## src/rtl/status_pkg.sv

```systemverilog
// Shared definitions for the alarm status serial link (transmitter and receiver).
package status_pkg;
    localparam int STATUS_MSG_W = 4;

    localparam int ST_ARMED = 0;
    localparam int ST_ALARM = 1;
    localparam int ST_SENS1 = 2;
    localparam int ST_SENS2 = 3;

    typedef enum logic [1:0] {
        S_IDLE    = 2'd0,
        S_RECV    = 2'd1,
        S_OVERRUN = 2'd2
    } rx_state_e;
endpackage

```

## src/rtl/link_watchdog.sv

```systemverilog
// Saturating cycle counter; timeout is high once TIMEOUT_CYC cycles pass without clr.
module link_watchdog #(
    parameter int TIMEOUT_CYC = 64
) (
    input  logic CLK,
    input  logic RST_N,
    input  logic clr,
    output logic timeout
);
    localparam int TW = $clog2(TIMEOUT_CYC + 1);

    logic [TW-1:0] cnt;

    always_ff @(posedge CLK or negedge RST_N) begin
        if (!RST_N)
            cnt <= '0;
        else if (clr)
            cnt <= '0;
        else if (cnt != TW'(TIMEOUT_CYC))
            cnt <= cnt + TW'(1);
    end

    assign timeout = (cnt == TW'(TIMEOUT_CYC));
endmodule

```

## src/rtl/status_serial_rx.sv

```systemverilog
// Receiver for the LSB-first alarm status frame framed by STATUS_SEND.
// Optional link-loss watchdog enabled by defining STATUS_RX_LINK_TIMEOUT_EN.
module status_serial_rx
    import status_pkg::*;
#(
    parameter int MSG_W = STATUS_MSG_W
`ifdef STATUS_RX_LINK_TIMEOUT_EN
    , parameter int TIMEOUT_CYC = 64
`endif
) (
    input  logic             CLK,
    input  logic             RST_N,
    input  logic             STATUS_SEND,
    input  logic             STATUS_IN,
    output logic [MSG_W-1:0] STATUS,
    output logic             FRAME_VALID,
    output logic             FRAME_ERR,
    output logic             STATUS_CHG,
    output logic             LINK_OK
);
    localparam int CW = $clog2(MSG_W + 1);

    rx_state_e        state, state_nxt;
    logic [CW-1:0]    cnt, cnt_nxt;
    logic [MSG_W-1:0] shreg, shreg_nxt;
    logic             valid_nxt, err_nxt;
    logic             to_evt;

    always_comb begin
        state_nxt = state;
        cnt_nxt   = cnt;
        shreg_nxt = shreg;
        valid_nxt = 1'b0;
        err_nxt   = 1'b0;
        case (state)
            S_IDLE: begin
                if (STATUS_SEND) begin
                    shreg_nxt    = '0;
                    shreg_nxt[0] = STATUS_IN;
                    cnt_nxt      = CW'(1);
                    state_nxt    = S_RECV;
                end
            end
            S_RECV: begin
                if (STATUS_SEND) begin
                    if (cnt < CW'(MSG_W)) begin
                        for (int i = 0; i < MSG_W; i++)
                            if (CW'(i) == cnt) shreg_nxt[i] = STATUS_IN;
                        cnt_nxt = cnt + CW'(1);
                    end else begin
                        state_nxt = S_OVERRUN;
                    end
                end else begin
                    if (cnt == CW'(MSG_W)) valid_nxt = 1'b1;
                    else                   err_nxt   = 1'b1;
                    cnt_nxt   = '0;
                    state_nxt = S_IDLE;
                end
            end
            S_OVERRUN: begin
                if (!STATUS_SEND) begin
                    err_nxt   = 1'b1;
                    cnt_nxt   = '0;
                    state_nxt = S_IDLE;
                end
            end
            default: begin
                cnt_nxt   = '0;
                state_nxt = S_IDLE;
            end
        endcase
    end

`ifdef STATUS_RX_LINK_TIMEOUT_EN
    logic timeout;

    link_watchdog #(.TIMEOUT_CYC(TIMEOUT_CYC)) u_wdog (
        .CLK     (CLK),
        .RST_N   (RST_N),
        .clr     (FRAME_VALID),
        .timeout (timeout)
    );

    // Fires once: LINK_OK drops on the same edge, so the saturated count cannot retrigger.
    assign to_evt = timeout && LINK_OK && !valid_nxt;
`else
    assign to_evt = 1'b0;
`endif

    always_ff @(posedge CLK or negedge RST_N) begin
        if (!RST_N) begin
            state       <= S_IDLE;
            cnt         <= '0;
            shreg       <= '0;
            STATUS      <= '0;
            FRAME_VALID <= 1'b0;
            FRAME_ERR   <= 1'b0;
            STATUS_CHG  <= 1'b0;
            LINK_OK     <= 1'b0;
        end else begin
            state       <= state_nxt;
            cnt         <= cnt_nxt;
            shreg       <= shreg_nxt;
            FRAME_VALID <= valid_nxt;
            FRAME_ERR   <= err_nxt | to_evt;
            STATUS_CHG  <= valid_nxt && (shreg != STATUS);
            if (valid_nxt) begin
                STATUS  <= shreg;
                LINK_OK <= 1'b1;
            end else if (to_evt) begin
                STATUS  <= '0;
                LINK_OK <= 1'b0;
            end
        end
    end
endmodule

```

## config.mk

```make
export PLATFORM = sky130hd
export DESIGN_NAME = status_serial_rx
export DESIGN_NICKNAME = d
export VERILOG_FILES = /design/src/rtl/status_pkg.sv /design/src/rtl/link_watchdog.sv /design/src/rtl/status_serial_rx.sv
export SDC_FILE = /design/constraint.sdc
export NUM_CORES = 1
export LEC_CHECK = 0
export ABC_AREA = 1
export BUFFER_PORTS_ARGS = -buffer_cell sky130_fd_sc_hd__buf_4
export CAP_MARGIN = 10
export CELL_PAD_IN_SITES_DETAIL_PLACEMENT = 1
export CELL_PAD_IN_SITES_GLOBAL_PLACEMENT = 2
export CORE_MARGIN = 10
export CORE_UTILIZATION = 35
export DETAILED_ROUTE_END_ITERATION = 7
export PLACE_DENSITY = 0.83
export SETUP_SLACK_MARGIN = 0.4
export SLEW_MARGIN = 20
export SYNTH_ARGS = -nofsm -noshare
export SYNTH_HDL_FRONTEND = slang
export SYNTH_SLANG_ARGS = --single-unit
```

## constraint.sdc

```tcl
create_clock -name CLK -period 2.6 [get_ports CLK]
set_clock_uncertainty 0.05 [all_clocks]
set_input_delay 0.13 -clock CLK [delete_from_list [all_inputs] [get_ports CLK]]
set_output_delay 0.13 -clock CLK [all_outputs]
set_load 0.05 [all_outputs]
```

==> results of run 1 <==
==> report_power, final <==
part | total [mW] | internal [mW] | switching [mW]
Combinational | 0.558 | 0.188 | 0.371
Clock | 0.147 | 0.0598 | 0.0876
Sequential | 0.395 | 0.338 | 0.0576
Total | 1.10 | 0.585 | 0.516
==> worst max-delay path: stages, from the launching register on <==
cell     delay [ps]
dfrtp_1         400
inv_1           130
ha_1            390
inv_1           140
or2_1           240
nand3_1          80
nand2_1          60
==> cell usage after synthesis <==
| library cell | instances |
|---|---|
| a21oi_1 | 1 |
| ha_1 | 9 |
| nand2_1 | 44 |
| nand2_2 | 2 |
| or2_1 | 2 |
| o21ai_1 | 4 |
| nor2_4 | 2 |
| nand4_4 | 1 |
| nand2_4 | 2 |
| dfrtp_1 | 17 |
| nor2_1 | 5 |
| inv_2 | 2 |
| o21ai_0 | 5 |
| nor3_1 | 1 |
| o21bai_1 | 1 |
| nor2_2 | 1 |
| buf_6 | 1 |
| nand3_1 | 7 |
| inv_1 | 16 |
==> flip-flops by register name (all words and copies together), names as in the netlist <==
signal	cells
FRAME_ERR	1
shreg	4
state	2
cnt	3
STATUS_CHG	1
STATUS	4
LINK_OK	1
FRAME_VALID	1
==> layout make-up <==
| cell class | count | area (um2) |
|---|---|---|
| clock buffers | 4 | 26.3 |
| fillers | 342 | 1590 |
| inverters | 18 | 67.6 |
| multi-input cells | 87 | 492 |
| flip-flops and latches | 17 | 425 |
| well taps | 31 | 38.8 |
| repair buffers | 12 | 92.6 |
==> routing by layer <==
layer | global-route usage [%] | wire length [um]
met2 | 13.8 | 1010
met4 | 4.35 | 31
met5 | 0 | 0
met3 | 3.23 | 123
met1 | 10.4 | 954
==> layout by cell type, fill, tap and decap left out <==
cell and instances:
nand2_1 44, dfrtp_1 17, inv_1 16, buf_4 11
ha_1 9, nand3_1 7, nor2_1 5, o21ai_0 5
o21ai_1 4, clkbuf_4 3, inv_2 2, nand2_2 2
or2_1 2, nor2_4 2, nand2_4 2, a21oi_1 1
nand4_4 1, o21bai_1 1, nor2_2 1, nor3_1 1
clkbuf_1 1, dlygate4sd3_1 1
==> kinds of logic (layout without fill, tap and decap cells) <==
kind of cell | count (synthesis) | count (layout) | synth area share, %
buffers and inverters | 19 | 34 | 7.92
and+or+nand+nor | 67 | 67 | 32.3
DFF | 17 | 17 | 42.7
adders and majority gates | 9 | 9 | 11.3
AOI/OAI and AO/OA | 11 | 11 | 5.78
==> path summary, 6_finish.rpt <==
kind                             end  slack [ps]  cells after the start
setup / recovery            shreg[3]        1000                      6
hold / removal              shreg[0]          10                      3
setup reg to reg            shreg[3]        1000                      6
hold reg to reg              LINK_OK         430                      1
max in group asynchronous     cnt[1]        2120                      2
min in group asynchronous  STATUS[0]         180                      2
==> stage by stage <==
stage	hold WS (ps)	utilization, %	area [um2]
global placement	-39.8	40.5	1110
global route	15.7	41.8	1140
floorplan	-216	-	996
finish	14.3	41.8	1140
detailed placement	-35.5	40.5	1110
CTS	12.9	41.8	1140
==> impl_metrics.py, run 1 <==
metrics = {
    "global_routing": {
        "antenna_found_initial": 0,
        "grt_max_degree": 18,
        "overflow": 0,
        "grt_pass1_vias": 838,
        "grt_util_all_layers_pct": 8.83,
        "grt_pass1_wl_mm": 3.75,
    },
    "sta": {
        "fin_setup_tns_ps": 0,
        "post-route-period-util_pct": 61.6,
        "fin_crit_ps": 1600,
        "worst_slack_ps": 997,
        "slew_violations": 0,
        "tightest_slew_ps": 362,
        "timing.fmax_mhz": 624,
        "setup_violations": 0,
        "finalHoldViolCount": 0,
        "rsz0062_at_grt": "false",
        "slew-limit-headroom_pct": 75.8,
    },
    "clock_network": {
        "tritoncts": "built",
        "post_cts_resized": 0,
        "cts-root-buf": "clkbuf_4",
        "post-cts-setup-buffer-count": 0,
        "clk-insertion-delay-late_ps": 300,
        "cts_buffers": 3,
        "cts-hold-fix-buffers": 1,
        "h-tree-depth": 1,
        "clkSlewWorstSetupHoldPaths_ps": 100,
        "numClockSinks": 17,
        "cts.path.max_buffers": 2,
    },
    "run": {
        "drv_cap": 0,
    },
    "critical_path": {
        "r2r_start": "state[1]",
        "crit_fanout": 9,
        "critPathKind": "reg2reg",
        "required_ps": 2740,
        "worst_setup_path_end_kind": "flip-flop",
        "start_kind": "flip-flop",
        "startpoint": "state[1]",
        "worstPathArrival_ps": 1750,
    },
    "logic_synthesis": {
        "ys_seq_elements": 17,
        "syn_inst": 123,
        "synth_area_per_cell_um2": 8.10,
        "synth_top_area_cell": "dfrtp_1",
        "synth_area_um2": 996,
        "synth_top_area_share_pct": 42.7,
        "syn-num-nets": 136,
        "seq_area_frac_synth_pct": 42.7,
        "synth_area_leaders": "dfrtp_1 (43%), nand2_1 (17%), ha_1 (11%)",
        "yosysWarnings": 0,
        "synth.distinct_cells": 19,
    },
    "die": {
        "die_y_um": 73.3,
        "core_um2": 2730,
        "rows": 19,
        "initial_utilization_pct": 36.4,
        "io_pins": 12,
        "die_area_um2": 5380,
        "die_w_um": 73.3,
    },
    "routing": {
        "final_antenna_net_count": 0,
        "remaining_drc_errors": 0,
        "vias": 784,
        "via_per_inst": 4.64,
        "wl_per_cell_um": 12.5,
        "drt_iter0_markers": 23,
        "firstDrtPassIters": 4,
        "drt-total-wl_mm": 2.12,
    },
    "place": {
        "dp_hpwl_mm": 1.66,
        "dp_slack_ps": 1020,
        "gp_congestion": 0.734,
        "dp_cells": 164,
        "portBuffers": 11,
    },
    "power_and_ir_drop": {
        "power_density_nw_per_um2": 964,
        "power_leakage_nw": 0.611,
        "totalPowerFinal_mw": 1.10,
        "vdd_drop_max_mv": 0.415,
    },
    "cells_and_area": {
        "final_cells": 169,
        "final_nets": 152,
        "layout-drive-gt1-share_pct": 17.4,
        "area.growth.synth_to_final_pct": 14.7,
        "n_antenna_cell": 0,
    },
    "worst_hold_path": {
        "hp-class": "in2reg",
        "min-delay-start": "STATUS_IN",
    },
    "status": {
        "run_status": "completed",
    },
}
No activity file was read; power rests on OpenSTA's default activity.
==> run 2, diff against run 1 <==
--- a/config.mk
+++ b/config.mk
@@ -11,9 +11,9 @@
 export CELL_PAD_IN_SITES_DETAIL_PLACEMENT = 1
 export CELL_PAD_IN_SITES_GLOBAL_PLACEMENT = 2
 export CORE_MARGIN = 10
-export CORE_UTILIZATION = 35
+export CORE_UTILIZATION = 30
 export DETAILED_ROUTE_END_ITERATION = 7
-export PLACE_DENSITY = 0.83
+export PLACE_DENSITY = 0.76
 export SETUP_SLACK_MARGIN = 0.4
 export SLEW_MARGIN = 20
 export SYNTH_ARGS = -nofsm -noshare
==> constraint.sdc (replaced) <==
create_clock -name CLK -period 1.4 [get_ports CLK]
set_clock_uncertainty 0.05 [all_clocks]
set_input_delay 0.07 -clock CLK [delete_from_list [all_inputs] [get_ports CLK]]
set_output_delay 0.07 -clock CLK [all_outputs]
set_load 0.05 [all_outputs]
==> run 2 against run 1 <==
Cell count up 17%. First-iteration DRC count grew 26%. Register-to-register slack got worse by 930 ps. Wire length grew 16%. Die area up 12%. Global-route usage shrank 0.23 points. Utilization rose by 5.1 points. Power increased by 130%. Maximum frequency grew 21%.
==> impl_metrics.py, run 2 (synthesis results as in run 1) <==
metrics = {
    "clock_network": {
        "clk-insertion-delay-late_ps": 290,
        "tritoncts": "built",
        "numClockSinks": 17,
        "h-tree-depth": 1,
        "clkSlewWorstSetupHoldPaths_ps": 110,
        "cts_buffers": 3,
        "cts-root-buf": "clkbuf_4",
        "cts.path.max_buffers": 2,
    },
    "cells_and_area": {
        "n_antenna_cell": 0,
        "layout-drive-gt1-share_pct": 43.1,
        "area.growth.synth_to_final_pct": 47.4,
        "fill_cells": 366,
        "final_cell_mix": "nand2_1 (37), buf_4 (15), dfrtp_1 (13)",
        "layout_commonest_cell": "nand2_1",
        "top_regs": "STATUS (4), shreg (4), cnt (3)",
        "final_nets": 167,
    },
    "critical_path": {
        "cp_num_buf_inv": 3,
        "crit_family": "flip-flops",
        "worstPathArrival_ps": 1500,
        "crit_chain": "inv_2, ha_4, inv_4, buf_6, nor3_4, nand2_1, o21ai_1",
        "start_kind": "flip-flop",
        "critPathKind": "reg2reg",
        "worst_setup_path_end_kind": "flip-flop",
        "required_ps": 1580,
        "r2r_start": "state[1]",
        "crit_fanout": 5,
        "worst_path_largest_cell_delay_ps": 420,
        "crit_slowest_cell": "dfrtp_1",
        "rrSetupSlack_ps": 70,
        "reg2reg_depth": 7,
        "rr_endpoint": "cnt[2]",
    },
    "power_and_ir_drop": {
        "power_density_nw_per_um2": 1760,
        "totalPowerFinal_mw": 2.58,
        "vdd_drop_max_mv": 0.797,
        "power_leakage_nw": 0.702,
    },
    "sta": {
        "fin_crit_ps": 1330,
        "post-route-period-util_pct": 94.9,
        "worst_slack_ps": 72.1,
        "tightest_slew_ps": 232,
        "timing.fmax_mhz": 753,
        "slew-limit-headroom_pct": 84.5,
        "fin_setup_tns_ps": 0,
        "finalHoldViolCount": 0,
        "slew_violations": 0,
        "rsz0062_at_grt": "true",
        "setup_violations": 0,
    },
    "global_routing": {
        "grt_util_all_layers_pct": 8.60,
        "grt_pass1_wl_mm": 4.32,
        "grt_max_degree": 18,
        "grt_pass1_vias": 942,
        "overflow": 0,
        "antenna_found_initial": 0,
    },
    "routing": {
        "drt_iter0_markers": 29,
        "final_antenna_net_count": 0,
        "drt-total-wl_mm": 2.46,
        "remaining_drc_errors": 0,
        "wl_per_cell_um": 12.5,
        "firstDrtPassIters": 3,
        "via_per_inst": 4.42,
        "vias": 871,
    },
    "die": {
        "die_area_um2": 6020,
        "die_w_um": 77.6,
        "io_pins": 12,
        "rows": 20,
        "initial_utilization_pct": 31.8,
        "die_y_um": 77.6,
        "core_um2": 3130,
    },
    "worst_hold_path": {
        "hp-class": "in2async",
    },
    "run": {
        "drv_cap": 0,
    },
    "place": {
        "dp_slack_ps": 23.4,
        "gp_congestion": 0.715,
        "portBuffers": 11,
        "dp_hpwl_mm": 1.68,
    },
    "status": {
        "run_status": "completed",
    },
}
-- run 2: cell count changes in the layout (fill, tap and decap cells not counted), sizes merged --
| cell | previous run | this run |
|---|---|---|
| buf | 11 | 25 |
| dlygate4sd3 | 1 | 2 |
-- run 2: repair_timing --
action,CTS,global route
hold buffers,2,0
resized for setup,19,20
buffers inserted,10,3
endpoints found under the setup margin,21,24
pin swaps,15,10
hold endpoints to repair,18,0
-- run 2: metal layers --
| layer | track usage, % | part of all wire (%) | vias to the layer above |
|---|---|---|---|
| met2 | 15.6 | 50 | 11 |
| met1 | 8.84 | 45 | 417 |
| li1 | - | - | 441 |
| met5 | 0 | 0 | - |
| met3 | 3.00 | 4.5 | 2 |
| met4 | 3.28 | 0.73 | 0 |
-- run 2: cell type report --
class	count	area [um2]	area share [%]
inverter	18	70.1	4.77
tap	44	55.1	3.75
clock buffer	4	26.3	1.79
timing repair buffer	27	260	17.7
sequential	17	430	29.3
multi-input combinational	87	626	42.6
-- run 2: metrics by stage --
| stage | instance area (um2) | instances | util, % | hold WS [ps] |
|---|---|---|---|---|
| 2_1_floorplan | 1030 | 123 | - | -276 |
| 3_3_place_gp | 1170 | 178 | 37.3 | -97.5 |
| 3_5_place_dp | 1170 | 178 | 37.3 | -97.0 |
| 4_1_cts | 1370 | 194 | 43.8 | 109 |
| 5_1_grt | 1470 | 197 | 46.9 | 127 |
| 6_report | 1470 | 197 | 46.9 | 124 |
-- run 2: worst max path at each step --
stage,from,end,slack (ps),cells after the start
3_3_place_gp,state[0],shreg[0],50,7
3_5_place_dp,state[0],shreg[2],20,7
2_1_floorplan,state[1],shreg[3],170,7
4_1_cts,state[1],cnt[2],70,7
6_report,state[1],cnt[2],70,7
5_1_grt,state[1],cnt[2],-10,7
-- run 2: power by group --
part	internal, mW	total (mW)	leakage, nW	switching [mW]
clock	0.111	0.270	0.0150	0.159
sequential	0.631	0.754	0.221	0.122
combinational	0.664	1.56	0.466	0.894
